===== src/rtl/mem_fifo_ctrl_if.sv =====
// Streaming handshake bundle for mem_fifo_ctrl: upstream push side and
// downstream pop side.
interface mem_fifo_ctrl_if #(
  parameter int DW = 8
);
  logic          in_valid;
  logic [DW-1:0] in_data;
  logic          in_ready;
  logic          out_valid;
  logic [DW-1:0] out_data;
  logic          out_ready;

  modport master (
    output in_valid, in_data, out_ready,
    input  in_ready, out_valid, out_data
  );

  modport slave (
    input  in_valid, in_data, out_ready,
    output in_ready, out_valid, out_data
  );
endinterface


===== src/rtl/mem_fifo_ctrl.sv =====
// FIFO controller over an external single-port memory: one write or one read
// per cycle, with fair arbitration on conflicts and a registered output word.
module mem_fifo_ctrl #(
  parameter int DW = 8,
  parameter int AW = 8
) (
  input  logic                  clk,
  input  logic                  rst_n,
  mem_fifo_ctrl_if.slave        bus,
  input  logic                  flush,
  output logic [AW-1:0]         mem_addr,
  output logic                  mem_we,
  output logic [DW-1:0]         mem_wdata,
  input  logic [DW-1:0]         mem_rdata,
  output logic [AW:0]           count,
  output logic                  full,
  output logic                  empty
);

  localparam logic [AW:0] DEPTH = {1'b1, {AW{1'b0}}};

  // Which side wins the next write/read conflict.
  typedef enum logic {
    PRI_WR = 1'b0,
    PRI_RD = 1'b1
  } pri_e;

  pri_e          pri_q, pri_d;
  logic [AW-1:0] wptr, rptr;
  logic [AW:0]   count_q;
  logic          out_valid_q;
  logic [DW-1:0] out_data_q;
  logic          wr_req, rd_req, wr_gnt, rd_gnt;

  assign count         = count_q;
  assign full          = (count_q == DEPTH);
  assign empty         = (count_q == '0);
  assign bus.out_valid = out_valid_q;
  assign bus.out_data  = out_data_q;
  assign bus.in_ready  = wr_gnt;

  // rst_n gates the write request so in_ready stays low while in reset.
  always_comb begin
    wr_req = rst_n && bus.in_valid && !full && !flush;
    rd_req = rst_n && !empty && (!out_valid_q || bus.out_ready) && !flush;
    wr_gnt = wr_req && (!rd_req || (pri_q == PRI_WR));
    rd_gnt = rd_req && (!wr_req || (pri_q == PRI_RD));

    pri_d = pri_q;
    if (flush) begin
      pri_d = PRI_WR;
    end else if (wr_req && rd_req) begin
      pri_d = (pri_q == PRI_WR) ? PRI_RD : PRI_WR;
    end

    mem_we    = wr_gnt;
    mem_addr  = wr_gnt ? wptr : rptr;
    mem_wdata = bus.in_data;
  end

  always_ff @(posedge clk or negedge rst_n) begin
    if (!rst_n) begin
      pri_q <= PRI_WR;
    end else begin
      pri_q <= pri_d;
    end
  end

  always_ff @(posedge clk or negedge rst_n) begin
    if (!rst_n) begin
      wptr        <= '0;
      rptr        <= '0;
      count_q     <= '0;
      out_valid_q <= 1'b0;
      out_data_q  <= '0;
    end else if (flush) begin
      wptr        <= '0;
      rptr        <= '0;
      count_q     <= '0;
      out_valid_q <= 1'b0;
    end else begin
      if (wr_gnt) begin
        wptr    <= wptr + AW'(1);
        count_q <= count_q + (AW+1)'(1);
      end
      if (rd_gnt) begin
        out_data_q  <= mem_rdata;
        out_valid_q <= 1'b1;
        rptr        <= rptr + AW'(1);
        count_q     <= count_q - (AW+1)'(1);
      end else if (out_valid_q && bus.out_ready) begin
        out_valid_q <= 1'b0;
      end
    end
  end

endmodule

===== src/flat_wrapper.sv =====
// flat-port wrapper written by rule: the top's interface ports become plain ports
module mem_fifo_ctrl_flat 
#(
  parameter int DW = 8,
  parameter int AW = 8
)
  (clk, rst_n, flush, mem_addr, mem_we, mem_wdata, mem_rdata, count, full, empty, bus_in_valid, bus_in_data, bus_out_ready, bus_in_ready, bus_out_valid, bus_out_data);
  mem_fifo_ctrl_if #(.DW(DW)) bus_i ();
  input  logic clk;
  input  logic rst_n;
  input  logic flush;
  output logic [AW-1:0] mem_addr;
  output logic mem_we;
  output logic [DW-1:0] mem_wdata;
  input  logic [DW-1:0] mem_rdata;
  output logic [AW:0] count;
  output logic full;
  output logic empty;
  input wire logic [$bits(bus_i.in_valid)-1:0] bus_in_valid;
  input wire logic [$bits(bus_i.in_data)-1:0] bus_in_data;
  input wire logic [$bits(bus_i.out_ready)-1:0] bus_out_ready;
  output wire logic [$bits(bus_i.in_ready)-1:0] bus_in_ready;
  output wire logic [$bits(bus_i.out_valid)-1:0] bus_out_valid;
  output wire logic [$bits(bus_i.out_data)-1:0] bus_out_data;
  assign bus_i.in_valid = bus_in_valid;
  assign bus_i.in_data = bus_in_data;
  assign bus_i.out_ready = bus_out_ready;
  assign bus_in_ready = bus_i.in_ready;
  assign bus_out_valid = bus_i.out_valid;
  assign bus_out_data = bus_i.out_data;
  mem_fifo_ctrl #(.DW(DW), .AW(AW)) u_core (.clk(clk), .rst_n(rst_n), .bus(bus_i), .flush(flush), .mem_addr(mem_addr), .mem_we(mem_we), .mem_wdata(mem_wdata), .mem_rdata(mem_rdata), .count(count), .full(full), .empty(empty));
endmodule

===== config.mk =====
export PLATFORM = sky130hd
export DESIGN_NAME = mem_fifo_ctrl_flat
export DESIGN_NICKNAME = d
export VERILOG_FILES = /design/src/rtl/mem_fifo_ctrl_if.sv /design/src/rtl/mem_fifo_ctrl.sv /design/src/flat_wrapper.sv
export SDC_FILE = /design/constraint.sdc
export NUM_CORES = 1
export LEC_CHECK = 0
export CELL_PAD_IN_SITES_DETAIL_PLACEMENT = 2
export CELL_PAD_IN_SITES_GLOBAL_PLACEMENT = 2
export CORE_UTILIZATION = 25
export CTS_CLUSTER_DIAMETER = 80
export CTS_CLUSTER_SIZE = 25
export DETAILED_ROUTE_END_ITERATION = 8
export PLACE_DENSITY = 0.85
export SLEW_MARGIN = 20
export SYNTH_ARGS = -nofsm -noshare
export SYNTH_HDL_FRONTEND = slang
export SYNTH_SLANG_ARGS = --single-unit

===== constraint.sdc =====
create_clock -name clk -period 2.8 [get_ports clk]
set_input_delay 0.7 -clock clk [delete_from_list [all_inputs] [get_ports clk]]
set_output_delay 0.7 -clock clk [all_outputs]
set_load 0.03 [all_outputs]

==> impl_metrics.ini <==
[logic_synthesis]
seq_area_frac_synth_pct = 41.79
synth_warnings = 0
syn_nets = 268
synth_edf_count = 0
synth.avg_cell_area_um2 = 8.843
syn_inst = 237
synth-adder-area-share_pct = 6.328
synth-simple-area-share_pct = 24.12
yosysUniqueCellTypes = 38
synth_seq_cells = 35
yosys_most_used_dff = dfrtp_1
syn_area_um2 = 2096
async_flop_share_pct = 100.0
synth_compound_area_share_pct = 8.896
synth.mux.area_fraction_pct = 4.896
synth_xor_area_share_pct = 7.522
synth_top_family_by_area = simple AND/OR/NAND/NOR gates

[pwr]
p_switching_uw = 780.8
internal_power_mw = 1.177
power_density_nw_per_um2 = 594.9
ir_drop_mv = 0.3745
p_seq_share_pct = 33.7
power_frac_clock_pct = 19.4
leakagePower_nw = 1.526
switching_share_pct = 39.87
combPwrFrac_pct = 46.8

[run]
drv_cap = 0

[floorplan]
die_w_um = 93.56
die_area_um2 = 8753
start_util_pct = 25.64
rows = 33
ios = 59
die-height_um = 93.56
core_area_um2 = 8175

[cts]
root_buffer = clkbuf_8
clk_latency_ns = 0.30
cts_sinks = 35
cts_made_buffers = 5
path_clk_slew_ns = 0.08
htreeDepth = 2
ctsLongestPathBuffers = 2
cts_tree = built

[grt]
top_usage_layer = met2
grt_use_met3_pct = 2.195
grt_overflow = 0
track_usage_pct = 17.74
met2_usage_pct = 34.19
grt_max_degree = 37
grtUsageMet1_pct = 20.99
grt_pass1_vias = 2267
antenna_found_initial = 0
grt_pass1_wl_mm = 11.86

[routing]
detail_route.first_pass.iterations = 4
via_per_inst = 4.661
vias = 1995
post_drt_wl_per_cell_um = 17.23
ant_nets = 0
drt_first_iter_violations = 40
route.detailed.drc = 0
drt_wl_total_mm = 7.374

[critical_path]
crit_family = simple AND/OR/NAND/NOR gates
slowest_delay_ns = 0.44
cp_cell_sequence = nor4_4, and3_4, o21ai_4, buf_8, nand2_8, buf_12, clkinv_8, o21ai_4, buf_6
start_kind = flop
slowest_stage = dfrtp_2
arrival_ns = 2.14
crit_path_max_fanout = 5
critPathBufInv = 4
crit_top_cell = o21ai_4
path_class = reg2out
cp.required_ns = 2.10
cp-end-kind = primary output

[sta]
fin_worst_skew_ns = 0.009924
layout_setup_ws_ns = -0.04383
timing.final.crit_share_pct = 101.6
tightest_slew_ns = 0.4985
fin_crit_ns = 2.844
slew_viol_final = 0
fmax_mhz = 351.6
finalSetupViolCount = 5
finalHoldViolations = 0
relSlewSlack_pct = 66.77
grt_setup_unrepaired = true

[cells_and_area]
syn_to_final_growth_pct = 57.07
finalNetCount = 353
final_cells = 428
drive_above_1_share_pct = 36.53
fin_area_um2 = 3292
final.fill_count = 896
num_antenna_cells = 0

[placed_design]
dpl-instance-area_um2 = 2893
dp.cells = 404
dp_hpwl_mm = 5.056
io_buffers = 42
gp_congestion = 0.8232

[run_status]
violations = setup timing
outcome = finished, violations left

[hold_path]
hold_path.class = reg2reg
area by class of cell:
class | count | area [um^2] | area share (%)
Tap cell | 105 | 131.4 | 3.991
Inverter | 6 | 32.53 | 0.9882
Timing Repair Buffer | 93 | 848.3 | 25.77
Multi-Input combinational cell | 180 | 1295 | 39.34
Sequential cell | 35 | 883.3 | 26.83
Clock inverter | 2 | 12.51 | 0.3801
Timing Repair inverter | 1 | 16.27 | 0.4941
Clock buffer | 6 | 72.57 | 2.204
cell usage in the layout, fill, tap and decap left out, types with 4 or more instances in the layout:
master / n
buf_4: 46
nand2_1: 44
dfrtp_1: 29
nor2_1: 26
clkdlybuf4s50_1: 26
buf_6: 12
nand2_2: 11
xnor2_1: 11
mux2i_1: 8
a21oi_1: 7
xor2_1: 7
nand4_1: 6
dfrtp_2: 6
a21oi_2: 5
ha_1: 5
clkbuf_8: 5
nor3_1: 4
inv_1: 4
o21ai_0: 4
nand3_1: 4
ha_4: 4
dlygate4sd2_1: 4
sequential cells by signal, indices dropped and copies added, names as in the netlist:
name	flops
u_core.bus.out_data	8
u_core.bus.out_valid	1
u_core.count	9
u_core.pri_q	1
u_core.rptr	8
u_core.wptr	8
cell families after synthesis:
logic type,Yosys count
flip-flops,35
multiplexers,9
XOR/XNOR,18
AO/OA/AOI/OAI,29
buffers and inverters,22
adder cells (fa/ha/maj),10
AND/OR/NAND/NOR,114
routing by layer:
metal	routed length, um	share of wire, %
met5	0	0
met4	42	0.57
met3	180	2.4
met2	3998	54
met1	3152	43
per-stage QoR:
stage / power [mW] / util (%) / hold WS (ns) / setup WS, ns / TNS (ns)
after floorplan: 1.141 / - / 0.4044 / 0.01421 / 0
after detailed placement: 1.497 / 35.38 / 0.4610 / -0.5830 / -6.248
after CTS: 1.953 / 39.36 / 0.4789 / -0.04978 / -0.2901
after global routing: 2.068 / 40.27 / 0.5103 / -0.1348 / -1.206
after global placement: 1.457 / 35.38 / 0.4526 / -0.4128 / -4.410
final: 1.958 / 40.27 / 0.4692 / -0.04383 / -0.1215
what timing repair did:
action | 4_1_cts | 5_1_grt
gates cloned | 1 | 0
setup endpoints to repair | 15 | 13
pin swaps | 12 | 15
hold buffers | 0 | 0
resized for setup | 39 | 19
hold endpoints to repair | 0 | 0
setup buffers | 14 | 2
worst reg2reg max path, delay by kind of cell (launching register included):
family	cells	cell delay, ns
AOI/OAI and AO/OA	5	0.76
and+or+nand+nor	2	0.45
muxes	2	0.45
DFF	1	0.44
buffers and inverters	3	0.32
adders and majority gates	1	0.27
final timing paths:
check                                             from                     end  slack (ns)  depth (start not counted)
max in group asynchronous                        rst_n         u_core.count[2]        1.95                          2
worst max register to register         u_core.count[4]         u_core.count[8]        0.05                         13
worst min register to register  u_core.bus.out_data[3]  u_core.bus.out_data[3]        0.47                          2
min in group asynchronous                        rst_n          u_core.wptr[5]        0.48                          2
worst max-delay path                   u_core.count[4]             mem_addr[2]       -0.04                          9
worst min-delay path            u_core.bus.out_data[3]  u_core.bus.out_data[3]        0.47                          2
power groups by stage:
stage	registers [mW]	logic, mW	clock network, mW
final	0.661	0.917	0.381
after global routing	0.673	0.986	0.410
after CTS	0.660	0.904	0.388
after detailed placement	0.674	0.823	0
after global placement	0.668	0.789	0
after floorplan	0.817	0.325	0
synthesized netlist by cell type (2+ instances only):
cell type,n,area share [%]
o21a_1,2,0.72
clkbuf_1,3,0.54
ha_1,9,5.4
dfrtp_1,35,42
nand2_1,57,10
mux2i_1,8,3.8
nor2_1,26,4.7
and3_1,3,0.90
nand2b_1,2,0.60
nand3_1,4,0.96
inv_1,5,0.90
nor2b_1,3,0.90
nor3_1,5,1.2
xor2_1,7,2.9
o21bai_1,3,1.1
buf_4,11,3.9
nand4_1,6,1.8
xnor2_1,11,4.6
nor4_1,3,0.90
a21oi_1,11,2.6
o21ai_0,6,1.4
No activity file was read; power rests on OpenSTA's default activity.
